$ cat config.mk
export PLATFORM = sky130hd
export DESIGN_NAME = wb_burst_initiator
export DESIGN_NICKNAME = d
export VERILOG_FILES = /design/src/rtl/wb_pkg.sv /design/src/rtl/wb_beat_timer.sv /design/src/rtl/wb_burst_initiator.sv
export SDC_FILE = /design/constraint.sdc
export NUM_CORES = 1
export LEC_CHECK = 0
export CORE_UTILIZATION = 44
export CTS_CLUSTER_SIZE = 8
export DETAILED_ROUTE_END_ITERATION = 8
export GPL_ROUTABILITY_DRIVEN = 0
export PLACE_DENSITY_LB_ADDON = 0.08
export RECOVER_POWER = 50
export SKIP_CTS_REPAIR_TIMING = 1
export SYNTH_ARGS = -nofsm -noshare
export SYNTH_HDL_FRONTEND = slang
export SYNTH_SLANG_ARGS = --single-unit
$ cat constraint.sdc
create_clock -name sys_clk -period 3 [get_ports sys_clk]
set_clock_uncertainty 0.1 [all_clocks]
set_input_delay 0.3 -clock sys_clk [delete_from_list [all_inputs] [get_ports sys_clk]]
set_output_delay 0.3 -clock sys_clk [all_outputs]
set_load 0.02 [all_outputs]
$ cat src/rtl/wb_pkg.sv
// Shared Wishbone B4 types and constants for the burst initiator.
package wb_pkg;
  localparam logic [2:0] CTI_CLASSIC = 3'b000;
  localparam logic [2:0] CTI_INCR    = 3'b010;
  localparam logic [2:0] CTI_EOB     = 3'b111;
  localparam logic [1:0] BTE_LINEAR  = 2'b00;

  typedef enum logic [1:0] {IDLE, BUS, DRAIN} state_e;

  typedef struct packed {
    logic [31:0] data;
    logic        err;
    logic        last;
  } rsp_t;

  function automatic logic [2:0] cti_for(input logic multi, input logic last);
    if (!multi)    return CTI_CLASSIC;
    else if (last) return CTI_EOB;
    else           return CTI_INCR;
  endfunction
endpackage

$ cat src/rtl/wb_beat_timer.sv
// Saturating per-beat wait counter; expired fires on the cycle the count reaches TIMEOUT.
module wb_beat_timer #(
  parameter int TIMEOUT = 1024
) (
  input  logic sys_clk,
  input  logic sys_rst,
  input  logic clr,
  input  logic en,
  output logic expired
);
  localparam logic [15:0] LIM = 16'(TIMEOUT - 1);
  localparam logic [15:0] SAT = 16'(TIMEOUT);

  logic [15:0] cnt;

  assign expired = en && (cnt >= LIM);

  always_ff @(posedge sys_clk) begin
    if (sys_rst || clr)          cnt <= '0;
    else if (en && cnt != SAT)   cnt <= cnt + 16'd1;
  end
endmodule

$ cat src/rtl/wb_burst_initiator.sv
// Wishbone B4 initiator: turns commands into classic/incrementing bursts with
// valid/ready write-data and response streams and a per-beat timeout.
module wb_burst_initiator
  import wb_pkg::*;
#(
  parameter int TIMEOUT   = 1024,
  parameter int MAX_LEN_W = 4
) (
  input  logic                 sys_clk,
  input  logic                 sys_rst,
  input  logic                 cmd_valid,
  output logic                 cmd_ready,
  input  logic [29:0]          cmd_adr,
  input  logic                 cmd_we,
  input  logic [3:0]           cmd_sel,
  input  logic [MAX_LEN_W-1:0] cmd_len,
  input  logic                 wdat_valid,
  output logic                 wdat_ready,
  input  logic [31:0]          wdat_data,
  output logic                 rsp_valid,
  input  logic                 rsp_ready,
  output logic [31:0]          rsp_data,
  output logic                 rsp_err,
  output logic                 rsp_last,
  output logic [29:0]          m_bus_adr,
  output logic [31:0]          m_bus_dat_w,
  input  logic [31:0]          m_bus_dat_r,
  output logic [3:0]           m_bus_sel,
  output logic                 m_bus_cyc,
  output logic                 m_bus_stb,
  output logic                 m_bus_we,
  output logic [2:0]           m_bus_cti,
  output logic [1:0]           m_bus_bte,
  input  logic                 m_bus_ack,
  input  logic                 m_bus_err
);
  localparam logic [MAX_LEN_W-1:0] REM_ONE = 1;
  localparam logic [MAX_LEN_W:0]   WD_ONE  = 1;

  state_e               state;
  logic [MAX_LEN_W-1:0] rem;      // beats left after the current one
  logic [MAX_LEN_W:0]   wd_left;  // write words not yet taken from the stream
  logic                 multi;
  rsp_t                 rsp;
  logic                 done, tmo, wd_hs, rsp_pop;

  assign done    = m_bus_cyc & m_bus_stb & (m_bus_ack | m_bus_err);
  assign rsp_pop = rsp_valid & rsp_ready;
  assign wd_hs   = wdat_valid & wdat_ready;

  assign cmd_ready  = (state == IDLE);
  // m_bus_stb doubles as the "write word held" flag while in BUS
  assign wdat_ready = (state == BUS && m_bus_we && !m_bus_stb && wd_left != '0) ||
                      (state == DRAIN && wd_left != '0);
  assign m_bus_bte  = BTE_LINEAR;
  assign rsp_data   = rsp.data;
  assign rsp_err    = rsp.err;
  assign rsp_last   = rsp.last;

  wb_beat_timer #(.TIMEOUT(TIMEOUT)) u_timer (
    .sys_clk (sys_clk),
    .sys_rst (sys_rst),
    .clr     (!m_bus_stb || done),
    .en      (m_bus_cyc && m_bus_stb && !(m_bus_ack || m_bus_err)),
    .expired (tmo)
  );

  always_ff @(posedge sys_clk) begin
    if (sys_rst) begin
      state       <= IDLE;
      rem         <= '0;
      wd_left     <= '0;
      multi       <= 1'b0;
      rsp         <= '0;
      rsp_valid   <= 1'b0;
      m_bus_adr   <= '0;
      m_bus_dat_w <= '0;
      m_bus_sel   <= '0;
      m_bus_cyc   <= 1'b0;
      m_bus_stb   <= 1'b0;
      m_bus_we    <= 1'b0;
      m_bus_cti   <= CTI_CLASSIC;
    end else begin
      if (rsp_pop) rsp_valid <= 1'b0;
      if (wd_hs)   wd_left   <= wd_left - WD_ONE;
      unique case (state)
        IDLE: if (cmd_valid) begin
          state     <= BUS;
          m_bus_cyc <= 1'b1;
          m_bus_stb <= !cmd_we;  // response slot is always empty here
          m_bus_adr <= cmd_adr;
          m_bus_sel <= cmd_sel;
          m_bus_we  <= cmd_we;
          rem       <= cmd_len;
          multi     <= (cmd_len != '0);
          m_bus_cti <= cti_for(cmd_len != '0, cmd_len == '0);
          wd_left   <= cmd_we ? ({1'b0, cmd_len} + WD_ONE) : '0;
        end
        BUS: begin
          if ((done && m_bus_err) || tmo) begin
            m_bus_cyc <= 1'b0;
            m_bus_stb <= 1'b0;
            state     <= DRAIN;
            rsp_valid <= 1'b1;
            rsp       <= '{data: 32'd0, err: 1'b1, last: 1'b1};
          end else if (done) begin
            m_bus_stb <= 1'b0;
            if (!m_bus_we) begin
              rsp_valid <= 1'b1;
              rsp       <= '{data: m_bus_dat_r, err: 1'b0, last: (rem == '0)};
            end else if (rem == '0) begin
              rsp_valid <= 1'b1;
              rsp       <= '{data: 32'd0, err: 1'b0, last: 1'b1};
            end
            if (rem == '0) begin
              m_bus_cyc <= 1'b0;
              state     <= DRAIN;
            end else begin
              rem       <= rem - REM_ONE;
              m_bus_adr <= m_bus_adr + 30'd1;
              m_bus_cti <= cti_for(multi, rem == REM_ONE);
            end
          end else if (m_bus_we) begin
            if (wd_hs) begin
              m_bus_dat_w <= wdat_data;
              m_bus_stb   <= 1'b1;
            end
          end else begin
            // a read beat may only be outstanding while the response slot is free
            m_bus_stb <= !rsp_valid || rsp_pop;
          end
        end
        DRAIN: if (wd_left == '0 && (!rsp_valid || rsp_pop)) state <= IDLE;
        default: state <= IDLE;
      endcase
    end
  end
endmodule

==> run metrics <==
endpoints failing setup 0; slew at the pin closest to its max-slew limit 0.995 ns; Async SR Flop Fraction 0%; CTS sink cnt between 100 and 150; power per standard cell area 508 mW/mm²; Crit path required time 2.60 ns; synth unique cells 60; Yosys warnings 0; crit-path max FO 4; Skew-Pair Late Insertion Delay approximately 0.4 ns; Synth Cell Area ~0.0063 mm²; vias in the first global route slightly above 6,000; htree depth 4; final std cells w/o fill about 1,100; Worst-path clk slew 0.05 ns; placed cells 1,115; # diodes 0; unrepaired setup endpoints after global routing false; DIE AREA 0.0147 mm²; area grow syn2layout 45.9%; Final Core Density about two thirds; Seq/Total Area, Yosys between 40% and 50%; Core ar. 0.0139 mm²; Max Slew Vio Count 0; Routed Antenna Nets 0; Worst EP arrival 2.30 ns; CTS Buffer Depth 2; DIE HEIGHT approximately 120 µm; post-synthesis register bit count 134; CTS tree done; peak supply drop 0.000393 V; worst relative slew slack 33.5%; TNS Setup 0 ns; Core Rows 43; startpoint types register; CTS Root Cell clkbuf_16; initial antenna violation count 0; Die X-Extent about 120 µm; status completed; largest net degree at the start of global routing 48; NumNets Final 1,073; Post-Syn Instances 756; pre-CTS setup slack 0.221 ns; via count 6,578; TritonRoute pass-1 iters 5; Filler cells 1,146; WL per Instance 16.5 µm; Period minus WS final 2.70 ns; Detail Placement HPWL approximately 13,000 µm; EDFF count, synth 0; syn avg cell area 8.30 µm²; CP Class register to primary output; initial DRC count between 500 and 600; Starting Density 45.2%; final hold violation count 0; Max Fclk 370 MHz; CP Capture Type primary output; PortBufs 218; leakage between 3 and 4 nW; io pins roughly 220; grt ovf 0; Via density 5.74; All-Layer GR Usage 25.3%; first-pass GRT wire length 29,700 µm; Final period util approximately nine tenths; final wirelength about 19,000 µm; share of cells above drive strength 1 about 6.2%; DRC Markers 0; fin worst setup slack 0.297 ns; Hold/Removal Path Class primary input to register; max_cap viols 0; total power 4.65 mW; Inserted Clock Buffers 17; Synth Flop Type dfxtp_1
-- path summary, 6_finish.rpt --
kind	start	to	slack, ns	cells past startpoint
worst max-delay path	wd_left[0]$_SDFF_PP0_	wdat_ready	0.30	5
worst min-delay path	sys_rst	m_bus_dat_w[9]$_SDFFE_PP0P_	0.29	2
worst max register to register	rem[0]$_SDFFE_PP0P_	m_bus_adr[17]$_SDFFE_PP0P_	0.32	7
worst min register to register	m_bus_dat_w[11]$_SDFFE_PP0P_	m_bus_dat_w[11]$_SDFFE_PP0P_	0.35	2
-- sequential cells by signal, indices dropped and copies added (netlist names), 2 cells and up --
register     cells
rem              4
m_bus_dat_w     32
rsp_data        32
wd_left          5
m_bus_cti        2
state            2
u_timer.cnt     16
m_bus_adr       30
m_bus_sel        4
-- stage by stage --
stage | cell area [µm²] | hold slack, ns
finish | 9160 | 0.289
global route | 9160 | 0.304
CTS | 9170 | 0.268
detailed placement | 8570 | 0.348
global placement | 8570 | 0.342
floorplan | 6280 | 0.326
-- metal layers --
| layer | track usage (%) | wire length (µm) |
|---|---|---|
| met1 | 31.4 | 8020 |
| met2 | 40.7 | 8960 |
| met4 | 11.0 | 463 |
| met5 | 0 | 0 |
| met3 | 7.00 | 1430 |
-- area by class of cell --
cell class,count,area [µm²],area share (%)
clock buffer,22,474,5.18
clock inverter,9,125,1.37
inverter,12,45.0,0.492
multi-input combinational,556,3320,36.3
sequential,134,2680,29.3
tap,180,225,2.46
timing repair buffer,233,2280,24.9
-- cells in the mapped netlist, types with 6 or more instances --
master	count	share of area (%)
ha_1	9	1.8
nand2b_1	6	0.60
nor2_1	47	2.8
clkbuf_1	46	2.8
dfxtp_1	134	43
o21ai_0	27	2.2
and3_1	11	1.1
and2_1	6	0.60
and4_1	10	1.4
nor3_1	13	1.0
o31ai_1	6	0.72
xnor2_1	11	1.5
o211ai_1	8	0.96
a211oi_1	13	1.6
nand4_1	8	0.80
inv_1	12	0.72
nor4_1	8	0.80
nand3_1	26	2.1
a32o_1	37	5.9
xor2_1	6	0.84
nand2_1	135	8.1
a31oi_1	6	0.60
a21oi_1	79	6.3
-- critical path: stages, from the launching register on --
cell and delay [ns]:
dfxtp_1 0.33, inv_1 0.06, ha_1 0.16, or4b_2 0.65
o21a_1 0.15, clkdlybuf4s50_1 0.55
-- placed cells by master (no fill, tap or decap), types with 5 or more instances in the layout --
cell type	instances
a211oi_1	13
a21oi_1	79
a31oi_1	6
a32o_1	37
and2_1	6
and3_1	11
and4_1	10
buf_4	13
clkbuf_16	17
clkdlybuf4s50_1	108
dfxtp_1	134
dlygate4sd3_1	109
ha_1	9
inv_1	12
nand2_1	135
nand2b_1	5
nand3_1	26
nand4_1	8
nor2_1	46
nor3_1	13
nor4_1	7
o211ai_1	8
o21ai_0	28
o31ai_1	6
o41ai_1	5
or3_1	5
or4_1	5
xnor2_1	11
xor2_1	6
-- logic make-up (layout without fill, tap and decap cells) --
logic type	after synthesis	after routing	synth area share, %
AND/OR/NAND/NOR	300	300	23.0
AO/OA/AOI/OAI	225	225	24.9
flip-flops	134	134	42.7
buffers and inverters	67	276	4.65
XOR/XNOR	17	17	2.37
adder cells (fa/ha/maj)	9	9	1.79
multiplexers	3	3	0.478
other	1	2	0.0598
-- where the power goes --
group          internal, mW  switching (mW)
logic                 0.306           0.323
registers              1.84          0.0742
clock network          1.36           0.748
Note: power is estimated with default switching activity, not from simulation.
